**config.mk**
```make
export PLATFORM = sky130hd
export DESIGN_NAME = bram_arb_rw
export DESIGN_NICKNAME = d
export VERILOG_FILES = /design/src/rtl/bram_arb_pkg.sv /design/src/rtl/rr_arbiter.sv /design/src/rtl/bram_arb_rw.sv
export SDC_FILE = /design/constraint.sdc
export NUM_CORES = 1
export LEC_CHECK = 0
export ABC_AREA = 1
export CORE_ASPECT_RATIO = 0.5
export CORE_MARGIN = 1.5
export CORE_UTILIZATION = 44
export DETAILED_ROUTE_END_ITERATION = 10
export GPL_ROUTABILITY_DRIVEN = 0
export PLACE_DENSITY = 0.82
export SLEW_MARGIN = 25
export SYNTH_ARGS = -nofsm -noshare
export SYNTH_HDL_FRONTEND = slang
export SYNTH_SLANG_ARGS = --single-unit
```
**constraint.sdc**
```tcl
create_clock -name clockIn -period 2.5 [get_ports clockIn]
set_input_delay 0.625 -clock clockIn [delete_from_list [all_inputs] [get_ports clockIn]]
set_output_delay 0.625 -clock clockIn [all_outputs]
set_load 0.05 [all_outputs]
```
**src/rtl/bram_arb_pkg.sv**
```systemverilog
// ============================================================================
// Module  : bram_arb_pkg
// Brief   : Shared types, constants and round-robin pick for the BRAM arbiter.
// Revision: 1.0 - initial release
// ============================================================================
`default_nettype none

package bram_arb_pkg;

  localparam int RSP_LATENCY = 2;
  localparam int MAX_REQ     = 16;
  localparam int ID_WIDTH    = 4;

  typedef struct packed {
    logic                vld;
    logic                isRead;
    logic [ID_WIDTH-1:0] id;
  } arb_tag_t;

  // One-hot grant for the first set bit of valid at or after ptr, wrapping at n.
  function automatic logic [MAX_REQ-1:0] rr_pick(
    input logic [MAX_REQ-1:0]  valid,
    input logic [ID_WIDTH-1:0] ptr,
    input int                  n
  );
    logic [MAX_REQ-1:0] grant;
    logic               found;
    int                 idx;
    grant = '0;
    found = 1'b0;
    for (int k = 0; k < MAX_REQ; k++) begin
      idx = int'(ptr) + k;
      if (idx >= n) idx = idx - n;
      if ((k < n) && !found) begin
        if (valid[idx[ID_WIDTH-1:0]]) begin
          grant[idx[ID_WIDTH-1:0]] = 1'b1;
          found                    = 1'b1;
        end
      end
    end
    return grant;
  endfunction

endpackage

`default_nettype wire

```
**src/rtl/rr_arbiter.sv**
```systemverilog
// ============================================================================
// Module  : rr_arbiter
// Brief   : Combinational round-robin grant with a registered rotating pointer.
// Revision: 1.0 - initial release
// ============================================================================
`default_nettype none

module rr_arbiter
  import bram_arb_pkg::*;
#(
  parameter int N = 4
) (
  input  logic                 clk,
  input  logic                 rst_n,
  input  logic [N-1:0]         i_valid,
  output logic [N-1:0]         o_grant,
  output logic [$clog2(N)-1:0] o_grantId,
  output logic                 o_any
);

  localparam int IDW = $clog2(N);

  logic [IDW-1:0]      r_ptr;
  logic [MAX_REQ-1:0]  w_validExt;
  logic [ID_WIDTH-1:0] w_ptrExt;
  logic [MAX_REQ-1:0]  w_pick;

  always_comb begin
    w_validExt          = '0;
    w_validExt[N-1:0]   = i_valid;
    w_ptrExt            = '0;
    w_ptrExt[IDW-1:0]   = r_ptr;
  end

  assign w_pick  = rr_pick(w_validExt, w_ptrExt, N);
  assign o_grant = w_pick[N-1:0];
  assign o_any   = |w_pick;

  always_comb begin
    o_grantId = '0;
    for (int i = 0; i < N; i++) begin
      if (w_pick[i]) o_grantId = IDW'(i);
    end
  end

  // A grant is always a handshake because only valid requesters are granted.
  always_ff @(posedge clk or negedge rst_n) begin
    if (!rst_n) begin
      r_ptr <= '0;
    end else if (o_any) begin
      r_ptr <= (o_grantId == IDW'(N - 1)) ? '0 : o_grantId + 1'b1;
    end
  end

endmodule

`default_nettype wire

```
**src/rtl/bram_arb_rw.sv**
```systemverilog
// ============================================================================
// Module  : bram_arb_rw
// Brief   : Round-robin multiplexer of NUM_REQ clients onto BRAM port A with
//           2-cycle read response routing. Option macro: BRAM_ARB_WR_ACK_EN.
// Revision: 1.0 - initial release
// ============================================================================
`default_nettype none

module bram_arb_rw
  import bram_arb_pkg::*;
#(
  parameter int NUM_REQ    = 4,
  parameter int DATA_WIDTH = 8,
  parameter int ADDR_WIDTH = 4
) (
  input  logic                          clockIn,
  input  logic                          resetNIn,
  input  logic [NUM_REQ-1:0]            reqValidIn,
  output logic [NUM_REQ-1:0]            reqReadyOut,
  input  logic [NUM_REQ-1:0]            reqWrIn,
  input  logic [NUM_REQ*ADDR_WIDTH-1:0] reqAddrIn,
  input  logic [NUM_REQ*DATA_WIDTH-1:0] reqDataIn,
  output logic [NUM_REQ-1:0]            rspValidOut,
  output logic [DATA_WIDTH-1:0]         rspDataOut,
  output logic                          bramEnOut,
  output logic                          bramWrEnOut,
  output logic [ADDR_WIDTH-1:0]         bramAddrOut,
  output logic [DATA_WIDTH-1:0]         bramDataOut,
  input  logic [DATA_WIDTH-1:0]         bramDataIn
);

  localparam int IDW = $clog2(NUM_REQ);

  logic [NUM_REQ-1:0]    w_grant;
  logic [IDW-1:0]        w_gid;
  logic                  w_hs;
  logic [ADDR_WIDTH-1:0] w_selAddr;
  logic [DATA_WIDTH-1:0] w_selData;
  logic                  w_selWr;
  arb_tag_t              w_newTag;
  arb_tag_t              w_tagOut;
  logic                  w_rspFire;

  logic                  r_bramEn;
  logic                  r_bramWrEn;
  logic [ADDR_WIDTH-1:0] r_bramAddr;
  logic [DATA_WIDTH-1:0] r_bramData;
  logic [DATA_WIDTH-1:0] r_rspHold;
  arb_tag_t              r_tag [RSP_LATENCY];

  rr_arbiter #(
    .N (NUM_REQ)
  ) u_arb (
    .clk       (clockIn),
    .rst_n     (resetNIn),
    .i_valid   (reqValidIn),
    .o_grant   (w_grant),
    .o_grantId (w_gid),
    .o_any     (w_hs)
  );

  assign reqReadyOut = w_grant;
  assign w_selAddr   = reqAddrIn[int'(w_gid)*ADDR_WIDTH +: ADDR_WIDTH];
  assign w_selData   = reqDataIn[int'(w_gid)*DATA_WIDTH +: DATA_WIDTH];
  assign w_selWr     = reqWrIn[w_gid];

  always_comb begin
    w_newTag             = '0;
    w_newTag.vld         = w_hs;
    w_newTag.isRead      = ~w_selWr;
    w_newTag.id[IDW-1:0] = w_gid;
  end

  // Address and data hold when idle so the BRAM pins only toggle on real accesses.
  always_ff @(posedge clockIn or negedge resetNIn) begin
    if (!resetNIn) begin
      r_bramEn   <= 1'b0;
      r_bramWrEn <= 1'b0;
      r_bramAddr <= '0;
      r_bramData <= '0;
    end else if (w_hs) begin
      r_bramEn   <= 1'b1;
      r_bramWrEn <= w_selWr;
      r_bramAddr <= w_selAddr;
      r_bramData <= w_selData;
    end else begin
      r_bramEn   <= 1'b0;
      r_bramWrEn <= 1'b0;
    end
  end

  always_ff @(posedge clockIn or negedge resetNIn) begin
    if (!resetNIn) begin
      for (int s = 0; s < RSP_LATENCY; s++) r_tag[s] <= '0;
    end else begin
      r_tag[0] <= w_newTag;
      for (int s = 1; s < RSP_LATENCY; s++) r_tag[s] <= r_tag[s-1];
    end
  end

  assign w_tagOut = r_tag[RSP_LATENCY-1];

`ifdef BRAM_ARB_WR_ACK_EN
  assign w_rspFire = w_tagOut.vld;
`else
  assign w_rspFire = w_tagOut.vld & w_tagOut.isRead;
`endif

  for (genvar i = 0; i < NUM_REQ; i++) begin : g_rsp_strobe
    assign rspValidOut[i] = w_rspFire && (w_tagOut.id == ID_WIDTH'(i));
  end

  // Response data passes straight from the BRAM; the hold register only covers idle cycles.
  always_ff @(posedge clockIn or negedge resetNIn) begin
    if (!resetNIn) begin
      r_rspHold <= '0;
    end else if (w_rspFire) begin
      r_rspHold <= bramDataIn;
    end
  end

  assign rspDataOut  = w_rspFire ? bramDataIn : r_rspHold;
  assign bramEnOut   = r_bramEn;
  assign bramWrEnOut = r_bramWrEn;
  assign bramAddrOut = r_bramAddr;
  assign bramDataOut = r_bramData;

endmodule

`default_nettype wire

```
After elaboration in Yosys (flattened, before gate mapping)
Index checks and enable logic that the tools add are counted. Widths: inputs -> output; s select.

Input bits: 66. Output and inout bits: 30. Logic and storage cells: 95. Register bits: 32.

$lt $le $gt $ge: 13. Mux-type cells: 41. Equal/unequal tests: 4. Add/subtract/negate cells: 8. Bitwise operators: 5. Reduce and logical (&&, ||, !) cells: 10. Shift-type cells: 2.

Operators with widths (count): $mux 16 (7); $ge 32x4->1 const B (3); $or 16x16->16 (3); $shiftx 32x6->8 (1); $lt 4x5->1 const B (4); $mux 1 (17); $bmux 1 s4 (4); $demux 1 s4 (4); $ge 4x1->1 const B (4); $mux 4 (4); $reduce_or 16->1 (1); $shiftx 16x5->4 (1); $logic_and 1x1->1 (8); $mux 8 (1); $sub 4x4->4 const B (2); $add 2x2->3 const B (2); $eq 2x2->1 const B (3); $mux 2 (3); $logic_not 4->1 (1); $sub 2x3->4 const B (1); $sub 3x3->4 const B (1); $add 2x1->3 const B (1); $ge 2x3->1 const B (1); $lt 2x3->1 const B (1); other kinds (5) (5).

Depth between registers and ports, before layout
Depth in word-level cells: 22. Mapped depth: 18. Mapped depth without buffers: 17.

Modules after synthesis
A second synthesis with hierarchy kept.

Cells, all modules: 346. Area, all modules: 2381.0 um^2.

Modules (own cells, without submodules): bram_arb_rw (cells each 233, area an instance 1636.6 um^2, times used 1, sequential area each 725.7 um^2); rr_arbiter (cells each 113, area an instance 744.5 um^2, times used 1, sequential area each 50.0 um^2).

Least setup slack after synthesis
No wires, ideal clock.

Kind: register to register. Start: reg u_arb.r_ptr[0]. End: reg r_bramAddr[1], in the netlist bramAddrOut[1]. Setup slack: -0.278 ns. Cell stages (with the launch flop): 16. Library setup time: 0.118 ns. Arrival time: 2.660 ns. Cell sequence: dfrtp_1 inv_2 ha_1 inv_1 nand3_2 nand3_4 nand2_1 inv_2 nand2_1 o21ai_1 nor2_1 nand2_2 inv_2 buf_6 nand2_1 nand2_1.

Elaborated cells between the ends (all ways): 63. Those cells by class: add/sub: 7; order compare: 12; shift: 1; mux: 35; bitwise: 3; reduce/logical: 5.

RTL lines: start: declaration (line rr_arbiter.sv:23) `logic [IDW-1:0] r_ptr;`; start signal: assignment (line rr_arbiter.sv:51) `r_ptr <= (o_grantId == IDW'(N - 1)) ? '0 : o_grantId + 1'b1;`; $add 2x1->3 (tied with other cells) (line bram_arb_pkg.sv:32) `idx = int'(ptr) + k;`; $ge 32x4->1 (tied with other cells) (line bram_arb_pkg.sv:33) `if (idx >= n) idx = idx - n;`; $mux 4 (tied with other cells) (line bram_arb_pkg.sv:33); $lt 4x5->1 (implied by the code) (tied with other cells) (line bram_arb_pkg.sv:36) `grant[idx[ID_WIDTH-1:0]] = 1'b1;`; $logic_and 1x1->1 (implied by the code) or $mux 1 (tied branches) (line bram_arb_pkg.sv:36); $mux 1 (implied by the code) or $demux 1 s4 (tied branches); $demux 1 s4 or $mux 16 (tied branches); $or 16x16->16 (no source line); [2 not listed]; $or 16x16->16 (no source line); $mux 16 (line bram_arb_pkg.sv:35) `if (valid[idx[ID_WIDTH-1:0]]) begin`; $mux 16 (line bram_arb_pkg.sv:34) `if ((k < n) && !found) begin`; $or 16x16->16 (no source line); $mux 16 (line bram_arb_pkg.sv:35); $mux 16 (*) (line bram_arb_pkg.sv:34); via reqReadyOut[0] (line bram_arb_rw.sv:19) `output logic [NUM_REQ-1:0] reqReadyOut,`; $reduce_or 16->1 (*) (line rr_arbiter.sv:37) `assign o_any = |w_pick;`; end signal: assignment (line bram_arb_rw.sv:84) `r_bramAddr <= w_selAddr;`; end: declaration (line bram_arb_rw.sv:46) `logic [ADDR_WIDTH-1:0] r_bramAddr;`.

The timed path passes the listed nets; every way through them passes the cells marked *. The select of a mux whose other input is x is not followed. A chain may end at the register's enable or synchronous reset.

Worst setup path after layout
Start: reg u_arb.r_ptr[0]. End: out reqReadyOut[3].

Longest elaborated chain between the ends: 16. Elaborated cells between the ends (all ways): 58. Those cells by class: add/sub: 7; order compare: 12; mux: 32; bitwise: 3; reduce/logical: 4.

RTL lines (line): $add 2x1->3 (tied with other cells) (bram_arb_pkg.sv:32); $ge 32x4->1 (tied with other cells) (bram_arb_pkg.sv:33); $mux 4 (tied with other cells) (bram_arb_pkg.sv:33); $lt 4x5->1 (implied by the code) (tied with other cells) (bram_arb_pkg.sv:36); $logic_and 1x1->1 (implied by the code) or $mux 1 (tied branches) (bram_arb_pkg.sv:36); $mux 1 (implied by the code) or $demux 1 s4 (tied branches); $demux 1 s4 or $mux 16 (tied branches); $or 16x16->16 (no source line); $mux 16 (bram_arb_pkg.sv:35); $mux 16 (bram_arb_pkg.sv:34); $or 16x16->16 (no source line); $mux 16 (bram_arb_pkg.sv:35); $mux 16 (bram_arb_pkg.sv:34); $or 16x16->16 (no source line); $mux 16 (bram_arb_pkg.sv:35); $mux 16 (*) (bram_arb_pkg.sv:34); end: declaration (bram_arb_rw.sv:19).

Every way passes the cells marked *; elsewhere a longest branch is shown, timed or not. The select of a mux whose other input is x is not followed.

==> run_results.csv <==
group,metric,value,unit
synthesis,synth_top_cell_area_share,32.9,%
routing,wl_met1,3.12,mm
critical_path,r2r-start,"u_arb.r_ptr[0]",
routing,avgRoutedWirePerCell,13.7,um
timing,tns,0,ns
critical_path,crit_path_start,"u_arb.r_ptr[0]",
clocking,cts_hold_buf,0,
critical_path,crit_required,1.88,ns
floorplanning,die_y,54.8,um
grt,antenna_found_initial,0,
routing,vias,2577,
routing,viasPerCell,4.83,
timing,slew_headroom,64.1,%
grt,track_usage,25.5,%
placed_design,dp_hpwl,5.26,mm
grt,grt_max_degree,32,
floorplanning,io-pin-count,96,
finish,antenna_cells,0,
synthesis,netlist_top_cells_area,"dfrtp_1 (33%), nand2_1 (18%), inv_1 (9.5%)",
synthesis,synth_compound_area_share,1.64,%
synthesis,synth-seq-cells,31,
synthesis,synthSimpleGateAreaFrac,43.9,%
clocking,cts_root_buf,"clkbuf_8",
finish,final_util,76.3,%
job,cap_violations,0,
synthesis,avgSynthCellArea,6.82,sq um
clocking,clock_sinks,31,
routing,drt_iter0_drc,154,
synthesis,synth_top_cells_by_count,"nand2_1 (114), inv_1 (60), nor2_1 (49)",
synthesis,ys_seq_area_share,32.9,%
finish,num-fill-cells,369,
clocking,clkTransAtPathRegs,0.06,ns
grt,overflow,0,
placed_design,portBuffers,95,
synthesis,synth_cells,346,
clocking,h-tree-depth,2,
synthesis,synth_cell_types,28,
grt,grt_pass1_vias,2491,
timing,fin_skew,0.00804,ns
routing,top_layer,"met4",
routing,detail-route-antenna-nets,0,
floorplanning,die_x,107,um
finish,layout.nets,536,
synthesis,synthAdderAreaFrac,3.71,%
floorplanning,die-area,5840,sq um
worst_hold_path,min_from,"r_tag[6]",
floorplanning,core,5040,sq um
synthesis,synth_top_family_by_area,"simple AND/OR/NAND/NOR gates",
routing,routed_wl,7.34,mm
synthesis,synthMuxAreaShare,3.82,%
critical_path,crit_path_end_kind,"output port",
clocking,cts_tree,"done",
clocking,clock_latency,0.29,ns
synthesis,synth_top_cell_by_area,"dfrtp_1",
grt,grt_first_pass_wirelength,11.3,mm
routing,dr_wl_met3,433,um
synthesis,yosys.cell_count.top_type,"nand2_1",
timing,setup-violations-final,0,
timing,final_hold_viol_count,0,
synthesis,synth_edf_count,0,
critical_path,crit_type,"register to output port",
timing,rsz0062_at_grt,"true",
routing,dr.pass1.iters,4,
floorplanning,row_count,18,
timing,max_freq,400,MHz
synthesis,synth_ff_type,"dfrtp_1",
finish,drive_gt1_share,24.8,%
finish,area_delta_synth_final,63.0,%
worst_hold_path,worstHoldPathType,"register to register",
timing,fin_crit_sh,100,%
routing,drc_errors,0,
synthesis,synth_area,2360,sq um
critical_path,crit_fanout,7,
floorplanning,initial_core_util,46.8,%
synthesis,synthXorXnorAreaFrac,0,%
critical_path,cp_data_arrival_time,1.87,ns
status,outcome,"complete, no violations",
timing,final-max-slew-violation-count,0,
synthesis,synthArstFlopShare,100,%
routing,wl_met2,3.59,mm
critical_path,start_kind,"register",
synthesis,syn_nets,419,
timing,tightest_slew,0.536,ns
clocking,clockBufferDepth,2,
timing,fin_crit,2.50,ns
clocking,cts_made_buffers,5,
synthesis,synth_warnings,0,
==> sequential cells by signal (all words and copies together), names as in the netlist <==
register	count
bramDataOut	8
r_rspHold	8
r_tag	7
bramAddrOut	4
u_arb.r_ptr	2
bramEnOut	1
bramWrEnOut	1
==> logic make-up (layout without fill, tap and decap cells) <==
logic type,count (synthesis),count (layout)
AND/OR/NAND/NOR,219,219
buffers and inverters,74,192
flip-flops,31,31
multiplexers,8,8
adder cells (fa/ha/maj),7,7
AO/OA/AOI/OAI,7,7
==> routing by layer <==
| layer | vias up | GRT usage, % |
|---|---|---|
| met4 | 0 | 14.7 |
| met2 | 115 | 45.0 |
| li1 | 1258 | - |
| met5 | - | 0 |
| met3 | 27 | 5.36 |
| met1 | 1177 | 30.2 |
==> placed cells by master (no fill, tap or decap), types with 4 or more instances in the layout <==
| cell | count |
|---|---|
| nor2_4 | 4 |
| buf_4 | 28 |
| inv_2 | 4 |
| mux2_2 | 8 |
| nor2_1 | 46 |
| nand2_2 | 21 |
| nand2_4 | 5 |
| dfrtp_1 | 30 |
| nand2_1 | 105 |
| clkbuf_8 | 6 |
| nand3_4 | 6 |
| dlygate4sd2_1 | 4 |
| inv_1 | 57 |
| ha_1 | 4 |
| nand3_1 | 14 |
| clkdlybuf4s50_1 | 75 |
| buf_12 | 13 |
| nor3_1 | 4 |
| nor2_2 | 6 |
==> timing repair <==
item / 4_1_cts / 5_1_grt
pin swaps: 8 / 4
buffers inserted: 5 / 1
gates cloned: 0 / 0
resized for setup: 26 / 7
setup endpoints to repair: 4 / 8
==> worst max-delay path: stages, from the launching register on <==
cell     delay, ns
dfrtp_2       0.43
inv_2         0.08
buf_4         0.17
ha_2          0.24
nand2_2       0.09
nand3_4       0.12
nor2_1        0.06
nand2_1       0.11
nand3_4       0.12
buf_12        0.17
==> final cells by class <==
class	count	area [sq um]	area share, %
inverter	64	248	6.44
tap	70	87.6	2.28
clock inverter	2	35.0	0.911
timing repair buffer	120	1260	32.7
clock buffer	6	82.6	2.15
sequential	31	777	20.2
multi-input combinational	241	1360	35.4
==> final timing paths <==
check,endpoint,slack (ns),depth (start not counted)
max in group asynchronous,u_arb.r_ptr[0],1.47,2
min in group asynchronous,bramEnOut,0.73,2
min,r_tag[0],0.35,0
min reg2reg,r_tag[0],0.35,0
max reg2reg,bramDataOut[7],0.15,15
max,reqReadyOut[3],0.0006,9
==> per-stage QoR <==
step | setup slack, ns | hold WS, ns | std cells | instance area, sq um
after global placement | -0.132 | 0.332 | 520 | 3580
after detailed placement | -0.247 | 0.336 | 520 | 3580
after floorplan | 0.0110 | 0.329 | 346 | 2360
after CTS | -0.00339 | 0.350 | 533 | 3810
final | 0.000622 | 0.348 | 534 | 3850
after global routing | -0.0875 | 0.356 | 534 | 3850
Power is left out: the tool's default activity adds up to more than one toggle a clock period on the data nets, which glitch-free logic cannot reach.
